$ cat src/rtl/snake_sound_pkg.sv
// snake_sound_pkg: shared encodings and default durations for the game sound controller
package snake_sound_pkg;
  typedef enum logic [1:0] {IDLE = 2'd0, PLAY_EAT = 2'd1, PLAY_OVER = 2'd2, GAP = 2'd3} state_t;
  typedef enum logic [1:0] {NONE = 2'd0, EAT = 2'd1, OVER = 2'd2} pend_t;
  localparam int EAT_LEN_DEF  = 33554432;
  localparam int OVER_LEN_DEF = 134217728;
  localparam int GAP_LEN_DEF  = 4194304;
  localparam int CNT_W_DEF    = 28;
endpackage

$ cat src/rtl/snd_dur_counter.sv
// snd_dur_counter: loadable down counter that holds at zero instead of wrapping
module snd_dur_counter #(
  parameter int CNT_W = 28
) (
  input  logic             clk,
  input  logic             rst,
  input  logic             load,
  input  logic [CNT_W-1:0] load_val,
  output logic             zero
);
  logic [CNT_W-1:0] cnt;
  always_ff @(posedge clk) begin
    if (rst) cnt <= '0;
    else if (load) cnt <= load_val;
    else if (cnt != '0) cnt <= cnt - 1'b1;
  end
  assign zero = (cnt == '0);
endmodule

$ cat src/rtl/sound_event_ctrl.sv
// sound_event_ctrl: turns eat/game-over pulses into held, non-overlapping speaker requests
module sound_event_ctrl
  import snake_sound_pkg::*;
#(
  parameter int EAT_LEN  = EAT_LEN_DEF,
  parameter int OVER_LEN = OVER_LEN_DEF,
  parameter int GAP_LEN  = GAP_LEN_DEF,
  parameter int CNT_W    = CNT_W_DEF
) (
  input  logic clk,
  input  logic rst,
  input  logic eat_evt,
  input  logic over_evt,
  input  logic mute,
  output logic i_speaker,
  output logic o_speaker,
  output logic busy
);
  localparam logic [CNT_W-1:0] EAT_LD  = CNT_W'(EAT_LEN - 1);
  localparam logic [CNT_W-1:0] OVER_LD = CNT_W'(OVER_LEN - 1);
  localparam logic [CNT_W-1:0] GAP_LD  = CNT_W'(GAP_LEN - 1);
  state_t state, nxt;
  pend_t pend, pend_n;
  logic zero, load;
  logic [CNT_W-1:0] load_val;
  snd_dur_counter #(.CNT_W(CNT_W)) u_cnt (
    .clk(clk), .rst(rst), .load(load), .load_val(load_val), .zero(zero)
  );
  always_comb begin
    nxt = state;
    pend_n = NONE;
    case (state)
      IDLE:      nxt = over_evt ? PLAY_OVER : eat_evt ? PLAY_EAT : IDLE;
      PLAY_EAT:  nxt = over_evt ? PLAY_OVER : eat_evt ? PLAY_EAT : zero ? GAP : PLAY_EAT;
      PLAY_OVER: nxt = zero ? GAP : PLAY_OVER;
      GAP: begin
        pend_n = over_evt ? OVER : (eat_evt && pend != OVER) ? EAT : pend;
        nxt = !zero ? GAP : pend_n == OVER ? PLAY_OVER : pend_n == EAT ? PLAY_EAT : IDLE;
      end
      default:   nxt = IDLE;
    endcase
    // an eat retrigger stays in PLAY_EAT but still needs a fresh duration
    load = (nxt != state) || (state == PLAY_EAT && eat_evt && !over_evt);
    load_val = nxt == PLAY_EAT ? EAT_LD : nxt == PLAY_OVER ? OVER_LD : nxt == GAP ? GAP_LD : '0;
  end
  always_ff @(posedge clk) begin
    if (rst) begin
      state <= IDLE;
      pend <= NONE;
      i_speaker <= 1'b0;
      o_speaker <= 1'b0;
      busy <= 1'b0;
    end else begin
      state <= nxt;
      pend <= (state == GAP && !zero) ? pend_n : NONE;
      i_speaker <= (nxt == PLAY_EAT) && !mute;
      o_speaker <= (nxt == PLAY_OVER) && !mute;
      busy <= (nxt != IDLE);
    end
  end
endmodule

$ cat config.mk
export PLATFORM = sky130hd
export DESIGN_NAME = sound_event_ctrl
export DESIGN_NICKNAME = d
export VERILOG_FILES = /design/src/rtl/snake_sound_pkg.sv /design/src/rtl/snd_dur_counter.sv /design/src/rtl/sound_event_ctrl.sv
export SDC_FILE = /design/constraint.sdc
export NUM_CORES = 1
export LEC_CHECK = 0
export ABC_AREA = 1
export BUFFER_PORTS_ARGS = -buffer_cell sky130_fd_sc_hd__buf_4
export CAP_MARGIN = 20
export CORE_ASPECT_RATIO = 0.5
export CORE_MARGIN = 2
export CORE_UTILIZATION = 55
export DETAILED_ROUTE_END_ITERATION = 10
export HOLD_SLACK_MARGIN = 0.06
export PLACE_DENSITY_LB_ADDON = 0.05
export SYNTH_ARGS = -nofsm -noshare
export SYNTH_HDL_FRONTEND = slang
export SYNTH_HIERARCHICAL = 1
export SYNTH_SLANG_ARGS = --single-unit
$ cat constraint.sdc
create_clock -name clk -period 5.4 [get_ports clk]
set_input_delay 0.27 -clock clk [delete_from_list [all_inputs] [get_ports clk]]
set_output_delay 0.27 -clock clk [all_outputs]
set_load 0.01 [all_outputs]
; ---- Word level (Yosys, flattened, before mapping)
; Cells that the tools add are included.
[op_classes]
n_eq_ne = 10
n_bitwise = 2
reduce_logical = 16
muxes = 17
add_sub_neg = 1
[ops]
columns = operator, n
row1 = 2-to-1 mux 28 bit, 2
row2 = 2-to-1 mux 27 bit, 2
row3 = zero test 28 bit, 1
row4 = nonzero test 28 bit, 1
row5 = subtractor 28 x 1 -> 28 bit (second input constant), 1
row6 = 2-to-1 mux 22 bit, 1
row7 = 2-to-1 mux 2 bit, 8
row8 = equality test 2 bit (second input constant), 5
row9 = one-hot mux 2 bit (4 select lines), 1
row10 = equality test 2 x 1 -> 1 bit (second input constant), 3
row11 = logical AND 1 bit, 6
row12 = nonzero test 2 bit, 2
row13 = zero test 1 bit, 3
row14 = 2-to-1 mux 1 bit, 3
row15 = OR reduction 3 bit, 1
row16 = zero test 2 bit, 1
row17 = inequality test 2 bit, 1
row18 = inequality test 2 bit (second input constant), 1
row19 = NOT 1 bit, 2
row20 = logical OR 1 bit, 1
[word_totals]
word_cells = 52
reg_bits = 35

; ---- Logic depth before layout (Yosys ltp)
[depth]
depth_word = 14
ltp_mapped = 19
mapped_depth_nobuf = 19

; ---- By module
; Netlist, hierarchy kept.
[by_module_without_submodules]
columns = module, n_inst, cells_each, area_per_inst_um2
row1 = snd_dur_counter, 1, 298, 1990.7
row2 = sound_event_ctrl, 1, 59, 389.1

; ---- Worst setup path after synthesis
; Ideal clock, no wire load.
[synth_path]
path_type = reg-to-reg
from = register u_cnt.cnt[0]
to = register u_cnt.cnt[10]
arrival_time_ns = 2.394
period_less_slack_ns = 2.462
stages_incl_launch_ff = 19
slack_ns = 2.938
setup_time_ns = 0.067
t_required_ns = 5.333
cell_sequence = dfxtp_1 > inv_1 > ha_1 > nand2_1 > nor2_1 > nand3_2 > nor2_8 > inv_1 > nand2_1 > nand2_1 > nand2_1 > nor2_2 > nand2_2 > nand3_1 > nand3_1 > buf_4 > clkbuf_1 > nand2_1 > a21oi_2
[synth_via]
elab_cells_between_ends = 20
classes_between = add/sub (1) / eq/ne (4) / mux (11) / reduce/logical (4)
[synth_lines]
columns = item, line_no
row1 = from (decl), snd_dur_counter.sv:11  ; logic [CNT_W-1:0] cnt;
row2 = from (signal assigned), snd_dur_counter.sv:14  ; else if (load) cnt <= load_val;
row3 = from (signal assigned), snd_dur_counter.sv:15  ; else if (cnt != '0) cnt <= cnt - 1'b1;
row4 = zero test 28 bit *, snd_dur_counter.sv:17  ; assign zero = (cnt == '0);
row5 = named net zero, sound_event_ctrl.sv:24  ; logic zero, load;
row6 = 2-to-1 mux 2 bit (3 in a row), sound_event_ctrl.sv:34  ; PLAY_EAT: nxt = over_evt ? PLAY_OVER : eat_evt ? PLAY_EAT : zero ? GAP : PLAY_EAT;
row7 = one-hot mux 2 bit (4 select lines) *, sound_event_ctrl.sv:32  ; case (state)
row8 = inequality test 2 bit *, sound_event_ctrl.sv:43  ; load = (nxt != state) || (state == PLAY_EAT && eat_evt && !over_evt);
row9 = logical OR 1 bit *, sound_event_ctrl.sv:43
row10 = named net load, sound_event_ctrl.sv:24
row11 = 2-to-1 mux 28 bit / nonzero test 2 bit (equally long branches), -
; Mark *: on every way through the listed nets, which the timed path passes. The rest lies on a longest branch. The select of a mux whose other input is x is not followed.
; A chain may end at the register's enable or synchronous reset.

; ---- Final worst setup path
[layout_path]
from = register u_cnt.cnt[0]
to = register u_cnt.cnt[1]
[layout_via]
elab_chain_len = 10
elab_cells_between_ends = 20
classes_between = add/sub (1) / eq/ne (4) / mux (11) / reduce/logical (4)
[layout_rtl]
columns = item, line_no
row1 = zero test 28 bit *, snd_dur_counter.sv:17
row2 = named net zero, sound_event_ctrl.sv:24
row3 = 2-to-1 mux 2 bit (3 in a row), sound_event_ctrl.sv:34
row4 = one-hot mux 2 bit (4 select lines) *, sound_event_ctrl.sv:32
row5 = equality test 2 bit, sound_event_ctrl.sv:44  ; load_val = nxt == PLAY_EAT ? EAT_LD : nxt == PLAY_OVER ? OVER_LD : nxt == GAP ? GAP_LD : '0;
row6 = 2-to-1 mux 22 bit, sound_event_ctrl.sv:44
row7 = 2-to-1 mux 27 bit (2 in a row), sound_event_ctrl.sv:44
row8 = 2-to-1 mux 28 bit, snd_dur_counter.sv:14
; Marks and branches as above.

==> flow_metrics.py <==
metrics = {
    "die": {
        "pin_count": 8,
        "initial_core_util_pct": 59.1,
        "core_um2": 4020,
        "row_count": 16,
        "fp.dieH_um": 50.5,
        "die_w_um": 97.0,
        "dieArea_um2": 4900,
    },
    "sta": {
        "period_needed_ns": 2.75,
        "fmax_mhz": 363,
        "final-setup-viol-count": 0,
        "hold_viol": 0,
        "slew_viol_final": 0,
        "relSlewSlack_pct": 49.4,
        "tightest_slew_ns": 0.757,
        "fin_crit_sh_pct": 51.0,
        "setup_slack_ns": 2.65,
        "final.setup.tns_ns": 0,
        "rsz0062_at_grt": "no",
        "skew_ns": 0.00478,
        "timing.hold.ws_ns": 0.181,
    },
    "critical_path": {
        "r2r_slack_ns": 2.65,
        "cp-start-kind": "flip-flop",
        "crit_top_cell": "nand2_1",
        "crit_start": "u_cnt/cnt[0]",
        "slowest_stage": "nand2_1",
        "worstPathCellList": "inv_1, ha_1, nand2_1, nor2_1, nand3_2, nor2_8, inv_1, o21ai_0, nand2_1, nand2_1, nand2_2, nand2_1, a21oi_1, nand2_1, nand2_1, a21oi_1",
        "timing.rr.end": "u_cnt/cnt[1]",
        "cp.buffers_inverters": 2,
        "worstSetupPathType": "flip-flop to flip-flop",
        "worstPathArrival_ns": 2.97,
        "reg2regPathDepth": 16,
        "cp_slowest_stage_delay_ns": 0.57,
        "path_depth": 16,
        "rr_startpoint": "u_cnt/cnt[0]",
        "path_delay_family": "simple AND/OR/NAND/NOR gates",
        "cp-endpoint": "u_cnt/cnt[1]",
        "end_kind": "flip-flop",
        "cp.required_ns": 5.62,
        "path_max_fanout": 22,
    },
    "clock_network": {
        "hold_buffers": 0,
        "cts.sinks": 35,
        "clockRootBuffer": "clkbuf_8",
        "cts_buffer_depth": 2,
        "cts_tree": "done",
        "worstSkewPairLatency_ns": 0.29,
        "cts_resized": 0,
        "postCtsSetupBuffers": 0,
        "cts.clk_slew.worst_paths_ns": 0.07,
        "cts_made_buffers": 5,
        "htree_levels": 2,
    },
    "synthesis": {
        "yosysTopAreaCell": "dfxtp_1",
        "synth_nets": 364,
        "synth_top_area_share_pct": 29.4,
        "synth_cells": 357,
        "ys_seq_area_share_pct": 29.4,
        "synth_area_um2": 2380,
        "postSynthAreaPerCell_um2": 6.67,
        "yosysWarningCount": 6,
        "ys_top_cells_by_area": "dfxtp_1, nand2_1, nor2_1",
        "ys_ff_latch": 35,
        "synth_cell_type_count": 31,
    },
    "worst_hold_path": {
        "hold_class": "primary input to flip-flop",
    },
    "place": {
        "portBuffers": 7,
        "post_dp_cell_area_um2": 2460,
        "dpl.hpwl_mm": 4.15,
        "pre_cts_ws_ns": 2.65,
        "dp_cells": 411,
        "gp_congestion": 0.882,
    },
    "global_route": {
        "grt_pass1_vias": 2114,
        "grt_usage_pct": 24.6,
        "grt.overflow.total": 0,
        "grt_max_degree": 33,
        "antenna_found_initial": 0,
        "grt_pass1_wl_mm": 9.54,
    },
    "detailed_routing": {
        "ant_nets": 0,
        "dr_total_vias": 2245,
        "drcViolationCount": 0,
        "firstDrtPassIters": 5,
        "wl_per_cell_um": 13.2,
        "viasPerCell": 5.36,
        "drt_iter0_drc": 113,
        "routed_wl_mm": 5.53,
    },
    "power": {
        "p_per_area_nw_per_um2": 412,
        "ir_drop_mv": 0.189,
        "cellLeakagePower_nw": 1.21,
    },
    "finish": {
        "diodes": 0,
        "area_growth_pct": 8.25,
        "multi_input_area_um2": 1500,
        "regArea_um2": 701,
        "post_route_cells_drive_above_1_share_pct": 20.5,
        "fin_area_um2": 2580,
        "fillers": 377,
        "instances_no_fill": 419,
        "nNetsFinal": 371,
    },
    "outcome": {
        "status": "finished, final reports clean",
    },
    "job": {
        "maxCapViolCount": 0,
    },
}
[report_power, final]
| group | total (mW) | switching, mW | internal [mW] |
|---|---|---|---|
| sequential | 0.356 | 0.0529 | 0.303 |
| combinational | 0.460 | 0.307 | 0.153 |
| clock | 0.246 | 0.0966 | 0.149 |
[state kept, by name (all words and copies together) (netlist names)]
register / flops
u_cnt/cnt: 28
pend: 2
state: 2
busy: 1
i_speaker: 1
o_speaker: 1
[per-stage QoR]
step                util, %  power (mW)
detailed placement     61.1       0.813
finish                 64.0        1.06
floorplan                 -       0.726
CTS                    64.0        1.06
global route           64.0        1.14
global placement       61.1       0.804
[cells by family (layout without fill, tap and decap cells)]
kind of cell,Yosys count,count (layout),synth area share (%)
flip-flops,35,35,29.4
buffers and inverters,42,50,7.41
AO/OA/AOI/OAI,41,41,10.4
AND/OR/NAND/NOR,224,224,47.1
adder cells (fa/ha/maj),2,2,1.05
other,1,1,0.158
XOR/XNOR,12,12,4.42
[placed cells by master, fill, tap and decap left out, types with 7 or more instances in the layout]
cell type,Yosys,layout
nand3_1,25,25
nor2_1,45,45
dfxtp_1,35,35
nand2_2,19,19
o21ai_0,8,8
a21oi_1,22,22
a21oi_2,7,7
nand4_1,10,10
nand2_1,93,93
nor2_2,10,10
inv_1,28,28
buf_4,1,8
[cell type report]
| cell class | instances | share of cell area [%] |
|---|---|---|
| multi-input cells | 280 | 58.3 |
| flip-flops and latches | 35 | 27.2 |
| inverters | 34 | 4.95 |
| clock buffers | 6 | 3.21 |
| well taps | 54 | 2.62 |
| repair buffers | 8 | 2.33 |
| clock inverters | 2 | 1.36 |
[worst register-to-register path: stages (launching register included)]
cell and delay (ns):
dfxtp_1 0.33, inv_1 0.12, ha_1 0.18, nand2_1 0.06, nor2_1 0.12, nand3_2 0.13
nor2_8 0.21, inv_1 0.10, o21ai_0 0.17, nand2_1 0.10, nand2_1 0.08, nand2_2 0.08
nand2_1 0.57, a21oi_1 0.17, nand2_1 0.11, nand2_1 0.05, a21oi_1 0.11
[cell usage after synthesis]
master	count
and3_1	1
nand4_1	10
nand2_1	93
xnor2_1	6
buf_6	2
xor2_1	6
inv_1	28
nor3_1	4
nor2_4	6
nor2_2	10
nand3_2	4
a21oi_1	22
nand2_4	3
inv_2	5
a211o_1	1
clkbuf_1	5
o21bai_1	1
o211ai_2	1
dfxtp_1	35
a21oi_2	7
buf_4	1
o21ai_0	8
ha_1	2
nor2_1	45
nor2_8	3
nand3_1	25
conb_1	1
or2_2	1
a21boi_0	1
clkinv_1	1
nand2_2	19
[worst min-delay path by stage]
stage / from / end / slack, ns / cells after the start
2_1_floorplan: rst / state[1] / 0.34 / 1
3_3_place_gp: over_evt / pend[0] / 0.47 / 2
3_5_place_dp: over_evt / pend[0] / 0.48 / 2
4_1_cts: over_evt / pend[0] / 0.17 / 2
5_1_grt: over_evt / pend[0] / 0.18 / 2
6_report: over_evt / pend[0] / 0.18 / 2
[per-layer routing]
layer / wire [um] / share of wire (%) / global-route usage [%] / vias to the layer above
met2: 2500 / 45 / 42.4 / 58
met3: 320 / 5.8 / 5.15 / 4
met5: 0 / 0 / 0 / -
met1: 2660 / 48 / 31.6 / 1036
li1: - / - / - / 1147
met4: 44 / 0.80 / 7.51 / 0
Power figures use the tool's default switching activity.
